[config.mk]
export PLATFORM = sky130hd
export DESIGN_NAME = motor_driver_flat
export DESIGN_NICKNAME = d
export VERILOG_FILES = /design/src/rtl/motor_driver_if.sv /design/src/rtl/motor_driver.sv /design/src/flat_wrapper.sv
export SDC_FILE = /design/constraint.sdc
export NUM_CORES = 1
export LEC_CHECK = 0
export ABC_AREA = 1
export BUFFER_PORTS_ARGS = -buffer_cell sky130_fd_sc_hd__buf_4
export CORE_UTILIZATION = 55
export DETAILED_ROUTE_END_ITERATION = 8
export PLACE_DENSITY_LB_ADDON = 0.05
export SYNTH_ARGS = -nofsm -noshare
export SYNTH_HDL_FRONTEND = slang
export SYNTH_SLANG_ARGS = --single-unit
[constraint.sdc]
create_clock -name clk -period 2.5 [get_ports clk]
set_clock_uncertainty 0.2 [all_clocks]
set_input_delay 0.125 -clock clk [delete_from_list [all_inputs] [get_ports clk]]
set_output_delay 0.125 -clock clk [all_outputs]
set_load 0.05 [all_outputs]
[src/rtl/motor_driver_if.sv]
// Command and bridge-pin bundle between the motor controller side and motor_driver.
// Latency: none (wires only). Backpressure: none; the bridge pins are free-running.
interface motor_driver_if;
  logic [4:0] direction;
  logic [7:0] duty;
  logic       in1;
  logic       in2;
  logic       in3;
  logic       in4;
  logic       ena;
  logic       enb;
  logic       active;

  modport master (
    output direction, duty,
    input  in1, in2, in3, in4, ena, enb, active
  );

  modport slave (
    input  direction, duty,
    output in1, in2, in3, in4, ena, enb, active
  );
endinterface

[src/rtl/motor_driver.sv]
// Dual H-bridge driver: one-hot command decode, coast dead-time between motion changes, soft-start PWM.
// Latency: 2 edges from direction to pins. Backpressure: none; commands are sampled every cycle.
module motor_driver #(
  parameter int DEAD_CYCLES = 6250000,
  parameter int PWM_DIV     = 24,
  parameter int RAMP_DIV    = 125000
) (
  input logic           clk,
  input logic           reset,
  motor_driver_if.slave drv
);
  localparam int DW = (DEAD_CYCLES > 1) ? $clog2(DEAD_CYCLES) : 1;
  localparam int PW = (PWM_DIV > 1) ? $clog2(PWM_DIV) : 1;
  localparam int RW = (RAMP_DIV > 1) ? $clog2(RAMP_DIV) : 1;
  localparam logic [DW-1:0] DEAD_LAST = DW'(DEAD_CYCLES - 1);
  localparam logic [PW-1:0] PWM_LAST  = PW'(PWM_DIV - 1);
  localparam logic [RW-1:0] RAMP_LAST = RW'(RAMP_DIV - 1);

  typedef enum logic [1:0] {IDLE, RUN, DEAD} state_t;
  typedef enum logic [2:0] {CMD_STOP, CMD_FWD, CMD_BWD, CMD_LEFT, CMD_RIGHT} cmd_t;

  function automatic cmd_t decode(input logic [4:0] d);
    case (d)
      5'b00001: return CMD_FWD;
      5'b00010: return CMD_BWD;
      5'b00100: return CMD_LEFT;
      5'b01000: return CMD_RIGHT;
      default:  return CMD_STOP;
    endcase
  endfunction

  // {in1,in2,in3,in4}
  function automatic logic [3:0] bridge(input cmd_t c);
    case (c)
      CMD_FWD:   return 4'b1010;
      CMD_BWD:   return 4'b0101;
      CMD_LEFT:  return 4'b0110;
      CMD_RIGHT: return 4'b1001;
      default:   return 4'b0000;
    endcase
  endfunction

  state_t        state;
  cmd_t          cur;
  cmd_t          target;
  cmd_t          cmd;
  logic [4:0]    dir_q;
  logic [DW-1:0] dead_cnt;
  logic [PW-1:0] pwm_div_cnt;
  logic [PW-1:0] pwm_div_nxt;
  logic [7:0]    pwm_cnt;
  logic [7:0]    pwm_nxt;
  logic [RW-1:0] ramp_cnt;
  logic [RW-1:0] ramp_nxt;
  logic          ramp_tick;
  logic [7:0]    duty_eff;
  logic [7:0]    duty_run_nxt;
  logic [3:0]    bridge_q;
  logic          ena_q;
  logic          enb_q;
  logic          active_q;

  assign cmd = decode(dir_q);

  // Next-cycle PWM and ramp values, so the registered enables match the registered counters.
  always_comb begin
    pwm_div_nxt  = (pwm_div_cnt == PWM_LAST) ? '0 : pwm_div_cnt + PW'(1);
    pwm_nxt      = (pwm_div_cnt == PWM_LAST) ? pwm_cnt + 8'd1 : pwm_cnt;
    ramp_tick    = (ramp_cnt == RAMP_LAST);
    ramp_nxt     = ramp_tick ? '0 : ramp_cnt + RW'(1);
    duty_run_nxt = duty_eff;
    if (drv.duty < duty_eff)
      duty_run_nxt = drv.duty;
    else if (ramp_tick && (duty_eff < drv.duty))
      duty_run_nxt = duty_eff + 8'd1;
  end

  always_ff @(posedge clk or negedge reset) begin
    if (!reset) begin
      state       <= IDLE;
      cur         <= CMD_STOP;
      target      <= CMD_STOP;
      dir_q       <= '0;
      dead_cnt    <= '0;
      pwm_div_cnt <= '0;
      pwm_cnt     <= '0;
      ramp_cnt    <= '0;
      duty_eff    <= '0;
      bridge_q    <= '0;
      ena_q       <= 1'b0;
      enb_q       <= 1'b0;
      active_q    <= 1'b0;
    end else begin
      dir_q       <= drv.direction;
      pwm_div_cnt <= pwm_div_nxt;
      pwm_cnt     <= pwm_nxt;
      bridge_q    <= '0;
      ena_q       <= 1'b0;
      enb_q       <= 1'b0;
      active_q    <= 1'b0;
      duty_eff    <= '0;
      ramp_cnt    <= '0;
      case (state)
        IDLE: begin
          if (cmd != CMD_STOP) begin
            state    <= RUN;
            cur      <= cmd;
            bridge_q <= bridge(cmd);
            active_q <= 1'b1;
          end
        end
        RUN: begin
          if (cmd == CMD_STOP) begin
            state <= IDLE;
          end else if (cmd != cur) begin
            state    <= DEAD;
            target   <= cmd;
            dead_cnt <= '0;
          end else begin
            bridge_q <= bridge(cur);
            active_q <= 1'b1;
            duty_eff <= duty_run_nxt;
            ramp_cnt <= ramp_nxt;
            ena_q    <= (pwm_nxt < duty_run_nxt);
            enb_q    <= (pwm_nxt < duty_run_nxt);
          end
        end
        DEAD: begin
          // STOP wins over an expiring dead-time; a new target restarts the coast.
          if (cmd == CMD_STOP) begin
            state <= IDLE;
          end else if (cmd != target) begin
            target   <= cmd;
            dead_cnt <= '0;
          end else if (dead_cnt == DEAD_LAST) begin
            state    <= RUN;
            cur      <= target;
            bridge_q <= bridge(target);
            active_q <= 1'b1;
          end else begin
            dead_cnt <= dead_cnt + DW'(1);
          end
        end
        default: state <= IDLE;
      endcase
    end
  end

  assign drv.in1    = bridge_q[3];
  assign drv.in2    = bridge_q[2];
  assign drv.in3    = bridge_q[1];
  assign drv.in4    = bridge_q[0];
  assign drv.ena    = ena_q;
  assign drv.enb    = enb_q;
  assign drv.active = active_q;
endmodule
[src/flat_wrapper.sv]
// flat-port wrapper written by rule: the top's interface ports become plain ports
module motor_driver_flat 
#(
  parameter int DEAD_CYCLES = 6250000,
  parameter int PWM_DIV     = 24,
  parameter int RAMP_DIV    = 125000
)
  (clk, reset, drv_direction, drv_duty, drv_in1, drv_in2, drv_in3, drv_in4, drv_ena, drv_enb, drv_active);
  motor_driver_if drv_i ();
  input logic clk;
  input logic reset;
  input wire logic [$bits(drv_i.direction)-1:0] drv_direction;
  input wire logic [$bits(drv_i.duty)-1:0] drv_duty;
  output wire logic [$bits(drv_i.in1)-1:0] drv_in1;
  output wire logic [$bits(drv_i.in2)-1:0] drv_in2;
  output wire logic [$bits(drv_i.in3)-1:0] drv_in3;
  output wire logic [$bits(drv_i.in4)-1:0] drv_in4;
  output wire logic [$bits(drv_i.ena)-1:0] drv_ena;
  output wire logic [$bits(drv_i.enb)-1:0] drv_enb;
  output wire logic [$bits(drv_i.active)-1:0] drv_active;
  assign drv_i.direction = drv_direction;
  assign drv_i.duty = drv_duty;
  assign drv_in1 = drv_i.in1;
  assign drv_in2 = drv_i.in2;
  assign drv_in3 = drv_i.in3;
  assign drv_in4 = drv_i.in4;
  assign drv_ena = drv_i.ena;
  assign drv_enb = drv_i.enb;
  assign drv_active = drv_i.active;
  motor_driver #(.DEAD_CYCLES(DEAD_CYCLES), .PWM_DIV(PWM_DIV), .RAMP_DIV(RAMP_DIV)) u_core (.clk(clk), .reset(reset), .drv(drv_i));
endmodule
# ---- Word level (Yosys, flattened, before mapping)
# Cells that the tools add are included.
dict set report totals {
  regBits 80
  output_inout_bits 7
  inputBits 15
}
dict set report classes {
  reduce_logical 10
  addsub 5
  mux 55
  n_eq_ne 34
  n_lt_le_gt_ge 3
}
# op n
set op_table {}
lappend op_table {{$mux 23} 5}
lappend op_table {{$mux 17} 4}
lappend op_table {{$mux 8} 6}
lappend op_table {{$pmux 4 s4} 3}
lappend op_table {{$pmux 23 s2} 1}
lappend op_table {{$lt 8x8->1} 3}
lappend op_table {{$mux 3} 8}
lappend op_table {{$mux 4} 6}
lappend op_table {{$add 23x1->23 const B} 1}
lappend op_table {{$eq 23x23->1 const B} 1}
lappend op_table {{$eq 3x2->1 const B} 6}
lappend op_table {{$add 17x1->17 const B} 1}
lappend op_table {{$eq 17x17->1 const B} 1}
lappend op_table {{$add 8x1->8 const B} 2}
lappend op_table {{$reduce_and 5->1} 3}
lappend op_table {{$mux 2} 6}
lappend op_table {{$pmux 3 s2} 2}
lappend op_table {{$pmux 3 s4} 1}
lappend op_table {{$pmux 4 s3} 1}
lappend op_table {{$eq 3x1->1 const B} 3}
lappend op_table {{$eq 3x3->1 const B} 3}
lappend op_table {{$mux 1} 9}
lappend op_table {{$ne 2x1->1 const B} 4}
lappend op_table {{$ne 2x2->1 const B} 3}
lappend op_table {{20 further kinds} 24}

# ---- Longest topological paths before layout
dict set report depth {
  word_depth 8
  ltp_mapped 21
}

# ---- Worst setup path after synthesis
# No wires, ideal clock.
dict set report synth_path {
  path_kind {register to register}
  start {register u_core.duty_eff[3]}
  end {register u_core.ena_q (netlist: u_core.drv.ena)}
  path_stages_with_launch 19
  period_less_slack_ns 2.602
  setup_time_ns 0.077
  n_path_buf 0
  slack_ns -0.102
  arrival_ns 2.324
  required_time_ns 2.223
  path_cell_list {dfrtp_1 -> inv_1 -> ha_1 -> nand2_1 -> inv_1 -> nand2_1 -> nand2_1 -> nand2_1 -> nand2_1 -> nand3_1 -> nor2_1 -> nand3b_1 -> xor2_1 -> nand2_1 -> o21ai_1 -> ha_1 -> a21oi_1 -> o211ai_1 -> a21oi_1}
}
dict set report synth_between {
  elab_chain_len 8
}
# element line
set synth_rtl {}
lappend synth_rtl {{start, declared} motor_driver.sv:56} ;# logic [7:0] duty_eff;
lappend synth_rtl {{start signal, assigned} motor_driver.sv:122} ;# duty_eff <= duty_run_nxt;
lappend synth_rtl {{$lt 8x8->1} motor_driver.sv:74} ;# else if (ramp_tick && (duty_eff < drv.duty))
lappend synth_rtl {{$logic_and 1x1->1} motor_driver.sv:74}
lappend synth_rtl {{$mux 8} motor_driver.sv:74}
lappend synth_rtl {{$mux 8 *} motor_driver.sv:72} ;# if (drv.duty < duty_eff)
lappend synth_rtl {{$lt 8x8->1 *} motor_driver.sv:124} ;# ena_q <= (pwm_nxt < duty_run_nxt);
lappend synth_rtl {{$mux 1 *} motor_driver.sv:115} ;# end else if (cmd != cur) begin
lappend synth_rtl {{$mux 1 *} motor_driver.sv:113} ;# if (cmd == CMD_STOP) begin
lappend synth_rtl {{$mux 1 *} motor_driver.sv:103} ;# case (state)
lappend synth_rtl {{end signal, assigned} motor_driver.sv:124}
lappend synth_rtl {{end, declared} motor_driver.sv:59} ;# logic ena_q;
# Mark *: on every way between the ends. The rest lies on a longest branch, timed or not.
# A chain may end at the register's enable or synchronous reset.

# ---- Worst setup path after layout
dict set report layout_path {
  start {register u_core.duty_eff[1]}
  end {register u_core.ena_q (netlist: u_core.drv.ena)}
}
# Same word-level chain as after synthesis.

==> flow_summary.ini <==
[cells_and_area]
final_common_cell = nand2_1
synthToLayoutAreaGrowth_pct = 22.2
antenna_cells = 0
drive_gt1_share_pct = 19.5
utilization_pct = 69.9
final_cell_mix = 149 x nand2_1, 82 x nor2_1, 80 x dfrtp_1, 73 x inv_1, 71 x buf_4
layout.cells.non_filler = 862
fin_nets = 789

[power_and_ir_drop]
max-vdd-ir-drop_uv = 542
seqPwrFrac_pct = 40.1
p_leak_nw = 2.81
p_sw_w = 0.00126
cellInternalPower_w = 0.00233
power_frac_clock_pct = 29.5
power_frac_comb_pct = 30.4
switching_share_pct = 35.1
total_power_w = 0.00358
power_density_mw_per_mm2 = 582

[critical_path]
cp_cell_sequence = inv_2 > ha_4 > nand2_1 > nand2_1 > nand2_2 > nand2_2 > nand2_2 > nand2_4 > nand4_1 > nand2_1 > o21ai_1 > a21oi_1 > inv_1 > ha_1 > nand2_1 > nand2_1 > nand2_1 > nand2_1 > a21oi_1
required_ns = 2.59
ff2ff_setup_slack_ns = -0.18
reg2reg_from = u_core.duty_eff[1]
path_max_fanout = 6
cp-end-kind = register
worstSetupPathType = reg2reg
worstRegToRegCells = 19
setup.worst_path.start_class = register
timing.rr.end = u_core.drv.ena
cp.arrival_ns = 2.78
cp_slowest_stage_delay_ns = 0.38
crit_top_cell = nand2_1
cpMaxStageDelayCell = dfrtp_1

[synth]
synth_area_leaders = dfrtp_1 40%, nand2_1 12%, nor2_1 6.4%
synth_seq_area_share_pct = 39.8
yosysTopAreaCell = dfrtp_1
syn_avg_cell_area_um2 = 7.58
yosysTopAreaCellShare_pct = 39.8
yosys_register_bits = 80
yosysUniqueCellTypes = 40
syn_nets = 703
netlist_instances = 664
yosysWarnings = 0
syn_area_mm2 = 0.00504

[timing]
fin_ws_ns = -0.184
worstMarginPinSlew_ns = 0.632
min_period_ns = 2.68
period_share_pct = 107
max_freq_mhz = 373
rsz0062_at_grt = true
worst_slew_margin_rel_pct = 57.8
hold_viol = 0
setup_viol = 1
slew_violations = 0

[cts]
cts_buffer_depth = 2
cts_root_buffer = clkbuf_8
cts.clk_slew.worst_paths_ns = 0.09
ctsHtreeMaxLevel = 3
clock-sinks = 80
numCtsBuffers = 9
tritoncts = yes
clock_latency_ns = 0.36

[routing]
remaining_drc_errors = 6
vias = 4585
drtIter0Drc = 184
dr.pass1.iters = 7
totalWireLength_um = 11700
avgRoutedWirePerCell_um = 13.6
drtAntennaViolNets = 0
avgViaCountPerCell = 5.32

[placed_design]
post-place-ws_ns = -0.166
hpwl_um = 8600
gp_congestion = 0.917
dp_cells = 826
io_buffers = 21

[hold_path]
min_to = u_core.duty_eff[6]
hold_path_depth = 4
hold_start = drv_duty[6]
hp-class = in2reg

[run_status]
violations = design-rule violations, negative setup slack
status = finished, violations left

[global_routing]
grt-busiest-layer = met2
grt_use_met1_pct = 33.7
grt_overflow = 0
use_met3_pct = 3.53
grt_max_degree = 48
grt_pass1_wl_um = 20100
met2_usage_pct = 43.6
antenna_found_initial = 0
grt_pass1_vias = 4520
grt_usage_pct = 26.0

[floorplanning]
start_util_pct = 57.2
die_h_um = 97.7
die_area_mm2 = 0.00954
core-area_mm2 = 0.00881
io_pins = 22
die_width_um = 97.7
num_rows = 34

[flow_run]
cap_violations = 0
[layout make-up]
class | instances | area [µm²]
clock inverter | 5 | 81.3
fill | 722 | 2650
multi-input combinational | 484 | 2750
inverter | 88 | 330
sequential | 80 | 2000
clock buffer | 10 | 128
timing repair buffer | 87 | 723
tap | 108 | 135
[worst max-delay path: cells and delay by family (launching register included)]
family	cells	cell delay (ns)
and+or+nand+nor	12	0.98
DFF	1	0.38
adders and majority gates	2	0.55
buffers and inverters	2	0.16
AOI/OAI and AO/OA	3	0.35
[worst max-delay path by stage]
stage	to	start
floorplan	u_core.drv.ena	u_core.duty_eff[3]
global placement	u_core.drv.ena	u_core.duty_eff[3]
detailed placement	u_core.drv.ena	u_core.duty_eff[3]
CTS	u_core.drv.ena	u_core.duty_eff[3]
global route	u_core.drv.ena	u_core.duty_eff[1]
finish	u_core.drv.ena	u_core.duty_eff[1]
[metrics by stage]
stage | hold slack [ns] | setup TNS, ns | cell area (µm²)
after floorplan | -0.371 | -0.0342 | 5050
after global placement | -0.0211 | -0.0480 | 5640
after detailed placement | -0.00902 | -0.166 | 5640
after CTS | 0.0517 | -0.125 | 6000
after global routing | 0.0447 | -0.412 | 6150
final | 0.00932 | -0.184 | 6150
[state kept, by name, summed over array words and instances (netlist names), 4 cells and up]
signal,flops
u_core.duty_eff,8
u_core.pwm_div_cnt,5
u_core.dead_cnt,23
u_core.pwm_cnt,8
u_core.ramp_cnt,17
u_core.dir_q,5
u_core.bridge_q,4
[routing by layer]
layer | part of all wire (%) | vias up
met5 | 0 | -
met4 | 2.4 | 0
met3 | 4.1 | 26
met2 | 49 | 112
met1 | 45 | 2128
li1 | - | 2319
[power by group through the flow]
stage                     combinational (W)  clock (W)  sequential (W)
after floorplan                    0.000688          0         0.00149
final                               0.00109    0.00105         0.00144
after global placement              0.00101          0         0.00146
after detailed placement            0.00103          0         0.00146
after global routing                0.00121    0.00112         0.00145
after CTS                           0.00105    0.00107         0.00144
[logic make-up after synthesis]
kind of cell	after synthesis	synth area share, %
AND/OR/NAND/NOR	339	30.6
XOR/XNOR	38	6.76
buffers and inverters	100	8.12
AO/OA/AOI/OAI	83	8.77
flip-flops	80	39.8
adder cells (fa/ha/maj)	24	5.96
[Yosys cell counts]
cell type and count:
nand2_1 155, nor2_1 86, dfrtp_1 80, inv_1 79, o21ai_1 29, nand3_1 28
xor2_1 27, nand4_1 26, ha_1 24, a21oi_1 23, o21ai_0 22, nor3_1 13
xnor2_1 10, inv_2 9, nor4_1 8, nand2_2 4, buf_2 3, buf_6 3
clkbuf_1 3, nor2_4 3, nor3b_2 3, o211ai_1 3, buf_4 2, nand3_2 2
nor2_2 2, nor3_2 2, o21ai_2 2, a21o_1 1, and3_1 1, buf_1 1
nand2_4 1, nand3b_1 1, nand4_4 1, nor4_2 1, o21a_1 1, o21bai_1 1
o221ai_1 1, or2_1 1, or2_2 1, xor2_2 1
[what timing repair did]
action                                  in CTS  in global routing
resized for setup                            5                 26
cloned                                       0                  0
hold buffers                                13                  0
endpoints found under the setup margin       1                  4
pin swaps                                    6                 18
hold endpoints to repair                    58                  0
setup buffers                                2                  6
(Power assumes the default switching activity.)
